`src/rtl/booth_datapath.sv`:
```
`default_nettype none
// ============================================================================
// Module      : booth_datapath
// Description : Radix-2 Booth multiplier datapath (16x16 signed -> 32-bit),
//               driven cycle-by-cycle by the Booth control FSM.
// Revision    : 1.0 - initial release
// ============================================================================
module booth_datapath #(
  parameter int N = 16
) (
  input  logic             clk,
  input  logic             reset,
  input  logic [2:0]       ctrl,
  input  logic [N-1:0]     multiplicand,
  input  logic [N-1:0]     multiplier,
  output logic [3:0]       cont,
  output logic [2*N-1:0]   product,
  output logic             done
);

  localparam logic [2:0] c_load = 3'b110;
  localparam logic [2:0] c_step = 3'b101;

  // One guard bit on A and M keeps -32768 and its negation representable.
  logic [N:0]     r_a;
  logic [N-1:0]   r_q;
  logic           r_q1;
  logic [N:0]     r_m;

  logic [N:0]     w_sum;
  logic [2*N+1:0] w_shifted;

  always_comb begin
    w_sum = r_a;
    case ({r_q[0], r_q1})
      2'b01:   w_sum = r_a + r_m;
      2'b10:   w_sum = r_a - r_m;
      default: w_sum = r_a;
    endcase
  end

  // Arithmetic right shift of {S, Q, q_1}; the old q_1 falls off the end.
  assign w_shifted = {w_sum[N], w_sum, r_q};

  always_ff @(posedge clk) begin
    if (reset) begin
      r_a     <= '0;
      r_q     <= '0;
      r_q1    <= 1'b0;
      r_m     <= '0;
      cont    <= '0;
      product <= '0;
      done    <= 1'b0;
    end else begin
      done <= 1'b0;
      case (ctrl)
        c_load: begin
          r_a  <= '0;
          r_q  <= multiplier;
          r_q1 <= 1'b0;
          r_m  <= {multiplicand[N-1], multiplicand};
          cont <= '0;
        end
        c_step: begin
          r_a  <= w_shifted[2*N+1:N+1];
          r_q  <= w_shifted[N:1];
          r_q1 <= w_shifted[0];
          cont <= cont + 4'd1;
          if (cont == 4'd15) begin
            product <= w_shifted[2*N:1];
            done    <= 1'b1;
          end
        end
        default: ;
      endcase
    end
  end

endmodule
`default_nettype wire

```
`config.mk`:
```
export PLATFORM = sky130hd
export DESIGN_NAME = booth_datapath
export DESIGN_NICKNAME = d
export VERILOG_FILES = /design/src/rtl/booth_datapath.sv
export SDC_FILE = /design/constraint.sdc
export NUM_CORES = 1
export LEC_CHECK = 0
export BUFFER_PORTS_ARGS = -buffer_cell sky130_fd_sc_hd__buf_2
export CAP_MARGIN = 10
export CORE_MARGIN = 2
export CORE_UTILIZATION = 25
export CTS_CLUSTER_DIAMETER = 50
export DETAILED_ROUTE_END_ITERATION = 6
export PLACE_DENSITY = 0.4
export SLEW_MARGIN = 25
export SYNTH_ARGS = -nofsm -noshare
export SYNTH_HDL_FRONTEND = slang
export SYNTH_SLANG_ARGS = --single-unit
```
`constraint.sdc`:
```
create_clock -name clk -period 7.35 [get_ports clk]
set_clock_uncertainty 0.2 [all_clocks]
set_input_delay 1.47 -clock clk [delete_from_list [all_inputs] [get_ports clk]]
set_output_delay 1.47 -clock clk [all_outputs]
set_load 0.03 [all_outputs]
```
==> results of run 1 <==
registers in the layout, summed over array words and instances (netlist names):
name	flops
r_q1	1
cont	4
r_m	16
r_q	16
product	32
r_a	16
done	1
worst max-delay path by stage:
stage	startpoint	to	slack (ps)	depth (start not counted)
after floorplan	r_m[2]$_SDFFE_PP0P_	product[31]$_SDFFE_PP0P_	3720	12
after global placement	r_m[2]$_SDFFE_PP0P_	product[31]$_SDFFE_PP0P_	3270	12
after detailed placement	ctrl[1]	product[11]$_SDFFE_PP0P_	3220	7
after CTS	r_m[2]$_SDFFE_PP0P_	product[31]$_SDFFE_PP0P_	3210	12
after global routing	r_m[2]$_SDFFE_PP0P_	product[31]$_SDFFE_PP0P_	2880	12
final	r_m[2]$_SDFFE_PP0P_	product[31]$_SDFFE_PP0P_	3180	12
routing by layer:
layer / wire (um) / vias to the layer above
li1: - / 2195
met1: 6671 / 1916
met2: 5374 / 84
met3: 562 / 10
met4: 155 / 0
met5: 0 / -
cells by family after synthesis:
logic type	count (synthesis)	share of synthesized area, %
AO/OA/AOI/OAI	176	24.46
AND/OR/NAND/NOR	229	22.57
multiplexers	7	1.567
buffers and inverters	44	3.683
flip-flops	86	37.82
XOR/XNOR	22	4.233
adder cells (fa/ha/maj)	20	5.663
where the power goes:
group	internal (uW)	switching (uW)	leakage, uW
registers	474	8.48	0.000695
logic	90.1	133	0.00122
clock network	275	201	0.000153
area by class of cell:
| type | count | area, um^2 | area share [%] |
|---|---|---|---|
| Sequential cell | 86 | 1722 | 31.73 |
| Clock buffer | 10 | 239.0 | 4.404 |
| Multi-Input combinational cell | 454 | 2673 | 49.25 |
| Inverter | 8 | 30.03 | 0.5534 |
| Timing Repair Buffer | 79 | 410.4 | 7.563 |
| Clock inverter | 6 | 66.31 | 1.222 |
| Tap cell | 229 | 286.5 | 5.280 |
Yosys cell counts, types with 2 or more instances:
cell type / count
inv_1: 8
a21oi_1: 77
nand4_1: 3
ha_1: 19
xor2_1: 3
nor3_1: 14
nand2b_1: 5
o31ai_1: 4
or4_1: 3
nor4_1: 4
o31a_1: 2
buf_1: 4
nor2b_1: 7
o21ai_0: 15
and3b_1: 2
buf_2: 2
xnor2_1: 19
nand3_1: 9
a31oi_1: 5
mux2i_1: 6
nand2_1: 110
or4_4: 2
o211ai_1: 5
or2_2: 2
o41ai_1: 3
a22oi_1: 22
a211o_1: 2
clkbuf_1: 30
or3_1: 6
a211oi_1: 11
dfxtp_1: 86
o21bai_1: 2
nand3b_1: 5
a311oi_1: 7
a21o_1: 6
nor2_1: 54
o21a_1: 5
metrics by stage:
step | hold WS [ps] | setup WS, ps
after floorplan | 245.6 | 3719
after global placement | 243.7 | 3270
after detailed placement | 244.2 | 3220
after CTS | 253.6 | 3212
after global routing | 275.4 | 2877
final | 252.4 | 3175
worst min-delay path, cell delays in order, from the launching register on:
cell	delay, ps
dfxtp_1	310
nand2_1	50
a21oi_1	50
==> impl_metrics.ini, run 1 <==
[final_layout]
final_common_cell = nand2_1
area_growth_pct = 19.21
fill_cells = 1981
finalCoreUtilization_pct = 30.31
final_cell_mix = 110 x nand2_1, 86 x dfxtp_1, 77 x a21oi_1
final_nets = 695
diodes = 0
instances_no_fill = 872
drive_above_1_share_pct = 16.33
fin_area_um2 = 5426

[sta]
setup_viol = 0
worst_pin_slew_ps = 968.4
tns_ps = 0
post-route-period-util_pct = 56.80
slew_headroom_pct = 35.44
rsz0062_at_grt = no
hold_viol = 0
max_freq_mhz = 239.5
drv_slew = 0
min_period_ps = 4175

[synthesis]
netlist_area_um2 = 4552
seq_area_frac_synth_pct = 37.82
synth_top_area_share_pct = 37.82
synthArstFlopShare_pct = 0
ys_warn_count = 0
synth_seq_cells = 86
yosysTopAreaCell = dfxtp_1
syn_area_per_cell_um2 = 7.794
synth_ff_type = dfxtp_1
synth_area_leaders = dfxtp_1 38%, nand2_1 9.1%, a21oi_1 8.5%, ha_1 5.2%, nor2_1 4.5%
syn-num-nets = 641
syn_inst = 584
ys_types = 52
synth_edf_count = 0

[power]
p_per_area_nw_per_um2 = 217.7
leakagePower_uw = 0.002066
peakVddDrop_v = 0.0001031
power.total_uw = 1182

[critical_path]
slowest_delay_ps = 480
startpoint_type = flip-flop
critPathMaxFanout = 6
rr_worst_depth = 12
worst_path_most_repeated_cell = or3_1
crit_arrival_ps = 4230
cp_top_family = simple AND/OR/NAND/NOR gates
endpoint_kind = flip-flop
timing.critical_path.cells = or3_1 > or4_1 > nor4_1 > nor2_1 > xnor2_1 > ha_1 > a21o_1 > a211o_1 > a211oi_1 > nor3b_2 > or3_1 > a311oi_1
slowest_stage = or4_1
worstReg2RegStart = r_m[2]$_SDFFE_PP0P_
worstSetupPathType = reg2reg
timing.critical_path.buf_inv = 0
r2r_end = product[31]$_SDFFE_PP0P_
required_ps = 7400
rrSetupSlack_ps = 3180

[clock_tree]
hold_buffers = 0
root_buffer = clkbuf_16
cts_tree = yes
clkTransAtPathRegs_ps = 70
cts_buffers = 9
ctsResizeCount = 0
postCtsSetupBuffers = 0
cts.path.max_buffers = 2
clkLatencyLatePin_ps = 340
cts_sinks = 86
h-tree-depth = 3

[floorplanning]
die_height_um = 138.9
fp.dieW_um = 138.9
die-area_um2 = 19300
start_util_pct = 25.43
core_um2 = 17900
ios = 74
rows = 49

[status]
status = finished, final reports clean

[drt]
drc_errors = 0
first_pass_iters = 4
routed-via-count = 4205
via_per_inst = 4.822
dr.first_iter.drc_count = 199
ant_nets = 0
wl_per_cell_um = 14.64
wirelength_um = 12760

[global_routing]
grt_util_met3_pct = 3.039
grt_antenna_before_repair = 0
grt_max_degree = 92
grt_pass1_wl_um = 21230
grt-ovfl-total = 0
gr-usage-met2_pct = 20.17
grt_usage_pct = 13.51
grt_pass1_vias = 4083
grtUsageMet1_pct = 19.62
grt_most_used_layer = met2

[placement]
place_inst = 856
numPortBuffers = 73
hpwlAfterDp_um = 9222
place.gp.congestion = 0.8343
place_area_um2 = 5116

[hold_path]
min_to = product[8]$_SDFFE_PP0P_
whs_path_depth = 2
hold_class = reg2reg
min-delay-start = product[8]$_SDFFE_PP0P_

[flow_run]
maxCapViolations = 0
Power figures use the tool's default switching activity.
==> inputs of run 2 (changes only) <==
PLACE_DENSITY = 0.41   (was 0.4)
clock period = 3.4 ns   (was 7.35 ns; I/O delays follow)
==> run 2 against run 1 <==
First-iteration DRC count is 11% higher; the run now ends with negative setup slack left; largest power group unchanged; power is 130% higher; global-route usage is 0.29 points higher; design area is 12% higher; largest cell class unchanged; die area stayed put; final cell count is 6.4% higher; register-to-register slack worse by 3400 ps; setup slack worse by 3400 ps; fmax is 16% higher.
==> impl_metrics.ini, run 2 (synthesized netlist as in run 1, its figures left out) <==
[sta]
drv_slew = 0
max_freq_mhz = 277.4
fin_hold_ws_ps = 251.8
rsz0062_at_grt = yes
slew_headroom_pct = 55.31
setup_viol = 12
worst_pin_slew_ps = 670.4
hold_viol = 0
post-route-period-util_pct = 106.0
min_period_ps = 3605
worst_slack_ps = -205.0

[final_layout]
drive_above_1_share_pct = 28.90
final_cell_mix = 109 x nand2_1, 84 x dfxtp_1, 73 x buf_2
diodes = 0
regMostFlops = product
area_growth_pct = 33.97
final_nets = 751
largest_reg_flops = 32
final_common_cell = nand2_1
multi_input_area_um2 = 2923
fill_cells = 1929
regArea_um2 = 1724
finalCoreUtilization_pct = 34.06
fin_area_um2 = 6098

[global_routing]
grtUsageMet1_pct = 19.65
grt_most_used_layer = met2
grt_util_met3_pct = 2.624
grt-ovfl-total = 0
grt_usage_pct = 13.80
grt_antenna_before_repair = 0
gr-usage-met2_pct = 21.08
grt_pass1_vias = 4237
grt_max_degree = 51
grt_pass1_wl_um = 21820

[placement]
place.gp.congestion = 0.8787
numPortBuffers = 73
place_area_um2 = 5503
hpwlAfterDp_um = 9604

[drt]
wirelength_um = 13520
via_per_inst = 4.842
drc_errors = 0
dr.first_iter.drc_count = 220
routed-via-count = 4493
wl_per_cell_um = 14.57
first_pass_iters = 4
ant_nets = 0

[clock_tree]
cts.path.max_buffers = 2
clkTransAtPathRegs_ps = 70
clkLatencyLatePin_ps = 350
cts_tree = yes
h-tree-depth = 3
cts_buffers = 9
cts_sinks = 86
hold_buffers = 0
root_buffer = clkbuf_16

[critical_path]
critPathMaxFanout = 4
endpoint_kind = flip-flop
crit_arrival_ps = 3660
required_ps = 3460
startpoint_type = flip-flop
worstSetupPathType = reg2reg

[status]
status = finished, violations left
violations = negative setup slack

[power]
comb_power_share_pct = 25.7
power_frac_seq_pct = 38.2
p_per_area_nw_per_um2 = 446.7
intPower_uw = 1867
p_sw_uw = 856.5
p_clk_share_pct = 36.0
peakVddDrop_v = 0.0002407
p_sw_share_pct = 31.44
leakagePower_uw = 0.002382

[floorplanning]
die-area_um2 = 19300
ios = 74
core_um2 = 17900
die_height_um = 138.9
fp.dieW_um = 138.9
start_util_pct = 25.43
rows = 49

[hold_path]
hold_class = reg2reg

[flow_run]
maxCapViolations = 0
run 2: metrics by stage:
stage | worst slack, ps | total power, uW | setup TNS, ps | cells
after floorplan | -47.48 | 1439 | -48.99 | 584
after global placement | -146.5 | 1655 | -1264 | 901
after detailed placement | -191.7 | 1651 | -1781 | 901
after CTS | -156.9 | 2678 | -1159 | 921
after global routing | -385.7 | 2867 | -3303 | 928
final | -205.0 | 2724 | -1353 | 928
run 2: repair_timing:
item,CTS,global route
setup buffers,4,7
endpoints found under the setup margin,14,16
pin swaps,9,15
resized for setup,14,34
run 2: path summary, 6_finish.rpt:
path,start,slack (ps),depth (start not counted),endpoint
setup / recovery,r_m[2]$_SDFFE_PP0P_,-200,12,product[31]$_SDFFE_PP0P_
hold / removal,product[9]$_SDFFE_PP0P_,250,2,product[9]$_SDFFE_PP0P_
setup reg to reg,r_m[2]$_SDFFE_PP0P_,-200,12,product[31]$_SDFFE_PP0P_
hold reg to reg,product[9]$_SDFFE_PP0P_,250,2,product[9]$_SDFFE_PP0P_
run 2: routing by layer:
layer / share of wire, % / routed length, um
met1: 51 / 6914
met2: 44 / 5978
met3: 3.5 / 477
met4: 1.1 / 146
met5: 0 / 0
run 2: worst max-delay path, stage by stage, from the launching register on:
cell and delay, ps:
dfxtp_2 320, or3_4 370, or4_4 460, nor4_2 220
nor2_1 70, xnor2_1 200, ha_1 310, a21o_1 190
a211o_1 310, a211oi_2 210, nor3b_2 80, or3_1 360
a311oi_1 200
run 2: final cells by class:
cell class / count / area share, %
flip-flops and latches: 86 / 28.27
repair buffers: 135 / 13.87
well taps: 229 / 4.698
multi-input cells: 454 / 47.93
clock buffers: 9 / 3.693
inverters: 8 / 0.4924
clock inverters: 7 / 1.046
run 2: power groups by stage:
| stage | sequential (uW) | combinational [uW] | clock, uW |
|---|---|---|---|
| detailed placement | 1060 | 588 | 0 |
| CTS | 1040 | 618 | 1020 |
| global placement | 1060 | 592 | 0 |
| global route | 1040 | 765 | 1060 |
| floorplan | 1060 | 377 | 0 |
| finish | 1040 | 701 | 982 |
==> inputs of run 3 (changes only) <==
CAP_MARGIN = 20   (was 10)
GPL_ROUTABILITY_DRIVEN = 1   (was not set)
PLACE_DENSITY = 0.4   (was 0.41)
clock period = 4.2 ns   (was 3.4 ns; I/O delays follow)
==> run 3 against run 2 <==
The flow now finishes without violations; clock power shrank 13%; count of clock-buffer cells in the layout is the same; core utilization shrank 3.5 points; sequential share of layout area grew 3.2 points; fmax shrank 8.8%; first-iteration DRC count grew 10%; final cell count shrank 5.5%; die area is the same; hold slack is essentially flat; critical path depth is the same; setup slack gained 450 ps; combinational power shrank 43%; largest cell class unchanged.
==> impl_metrics.ini, run 3 (synthesized netlist as in run 1, its figures left out) <==
[status]
status = finished, final reports clean

[sta]
max_freq_mhz = 253.0
post-route-period-util_pct = 94.10
setup_viol = 0
drv_slew = 0
hold_viol = 0
worst_pin_slew_ps = 790.3
tns_ps = 0
rsz0062_at_grt = no
slew_headroom_pct = 46.75
min_period_ps = 3952

[critical_path]
timing.critical_path.cells = or4_4 > or4_4 > nor4_1 > nor2_1 > xnor2_1 > ha_1 > nor3_1 > o21ai_0 > a211oi_1 > nor3b_2 > or3_1 > a311oi_1
startpoint_type = flip-flop
r2r_end = product[31]$_SDFFE_PP0P_
worstSetupPathType = reg2reg
worstReg2RegStart = r_m[6]$_SDFFE_PP0P_
timing.critical_path.buf_inv = 0
crit_arrival_ps = 4010
slowest_delay_ps = 560
worst_path_most_repeated_cell = or4_4
cp_top_family = simple AND/OR/NAND/NOR gates
rr_worst_depth = 12
rrSetupSlack_ps = 250
critPathMaxFanout = 7
slowest_stage = or4_4
endpoint_kind = flip-flop
required_ps = 4260
crit_start = r_m[6]$_SDFFE_PP0P_

[floorplanning]
core_um2 = 17900
fp.dieW_um = 138.9
ios = 74
start_util_pct = 25.43
die_height_um = 138.9
die-area_um2 = 19300
rows = 49

[drt]
first_pass_iters = 4
wl_per_cell_um = 15.35
drc_errors = 0
dr.first_iter.drc_count = 243
wirelength_um = 13470
routed-via-count = 4288
via_per_inst = 4.889
ant_nets = 0

[placement]
hpwlAfterDp_um = 9762
place.gp.congestion = 0.8679
place_area_um2 = 5154
numPortBuffers = 73

[clock_tree]
h-tree-depth = 3
root_buffer = clkbuf_16
cts_buffers = 9
cts_tree = yes
clkLatencyLatePin_ps = 350
cts_sinks = 86
cts.path.max_buffers = 2
clkTransAtPathRegs_ps = 70

[final_layout]
diodes = 0
area_growth_pct = 20.26
regMostFlops = product
drive_above_1_share_pct = 17.13
final_nets = 700
largest_reg_flops = 32
final_cell_mix = 110 x nand2_1, 86 x dfxtp_1, 77 x a21oi_1
finalCoreUtilization_pct = 30.58
final_common_cell = nand2_1
fin_area_um2 = 5474

[power]
p_per_area_nw_per_um2 = 382.1
leakagePower_uw = 0.002084
peakVddDrop_v = 0.0001937

[global_routing]
grt_pass1_vias = 4185
grt_max_degree = 52
grt_pass1_wl_um = 22330
grt_antenna_before_repair = 0
grt_usage_pct = 14.30
grt-ovfl-total = 0

[hold_path]
min_to = product[11]$_SDFFE_PP0P_
min-delay-start = product[11]$_SDFFE_PP0P_
hold_class = reg2reg
whs_path_depth = 2

[flow_run]
maxCapViolations = 0
## run 3: cell types whose count changed in the layout (fill, tap and decap cells not counted), moves of 4 or more
cell	change
a211oi_1	+4
a211oi_2	-4
a21oi_1	+7
a21oi_2	-4
buf_4	-47
buf_6	-4
o21ai_0	+6
## run 3: how the worst max path moves through the flow
stage | slack, ps | to | cells past startpoint
global placement | 240 | product[31]$_SDFFE_PP0P_ | 12
CTS | 170 | product[31]$_SDFFE_PP0P_ | 12
floorplan | 570 | product[31]$_SDFFE_PP0P_ | 12
detailed placement | 200 | product[31]$_SDFFE_PP0P_ | 12
finish | 250 | product[31]$_SDFFE_PP0P_ | 12
global route | 20 | product[31]$_SDFFE_PP0P_ | 12
## run 3: layer usage
metal | track usage, % | up-vias | share of wire [%]
met2 | 21.91 | 65 | 44
met3 | 2.521 | 8 | 3.2
met4 | 5.157 | 0 | 1.1
met5 | 0 | - | 0
li1 | - | 2213 | -
met1 | 20.18 | 2002 | 52
## run 3: cell type report
type                    instances  area [um^2]
well taps                     229        286.5
clock inverters                 7        90.09
repair buffers                 84        447.9
multi-input cells             454         2673
fillers                      1982        12430
flip-flops and latches         86         1722
clock buffers                   9        225.2
inverters                       8        30.03
## run 3: through the flow
stage               hold WS, ps  instances  total power [uW]  worst slack (ps)
floorplan                 245.6        584              1156             568.7
global placement          238.3        861              1263             240.1
detailed placement        245.3        861              1259             195.1
CTS                       255.2        877              2129             169.0
global route              276.4        877              2204             21.27
finish                    251.9        877              2092             247.8
## run 3: worst reg2reg max path: stages, from the launching register on
cell and delay, ps:
dfxtp_1 380, or4_4 560, or4_4 530, nor4_1 190, nor2_1 80, xnor2_1 150, ha_1 270, nor3_1 250
o21ai_0 210, a211oi_1 350, nor3b_2 90, or3_1 350, a311oi_1 250
## run 3: repair_timing
action | CTS | global route
setup buffers | 0 | 0
hold buffers | 0 | 0
setup endpoints to repair | 0 | 1
endpoints found under the hold margin | 0 | 0
resized for setup | 0 | 1
## run 3: where the power goes
group | switching (uW) | internal (uW)
clock network | 375 | 475
registers | 15.7 | 829
logic | 236 | 161
total | 627 | 1470
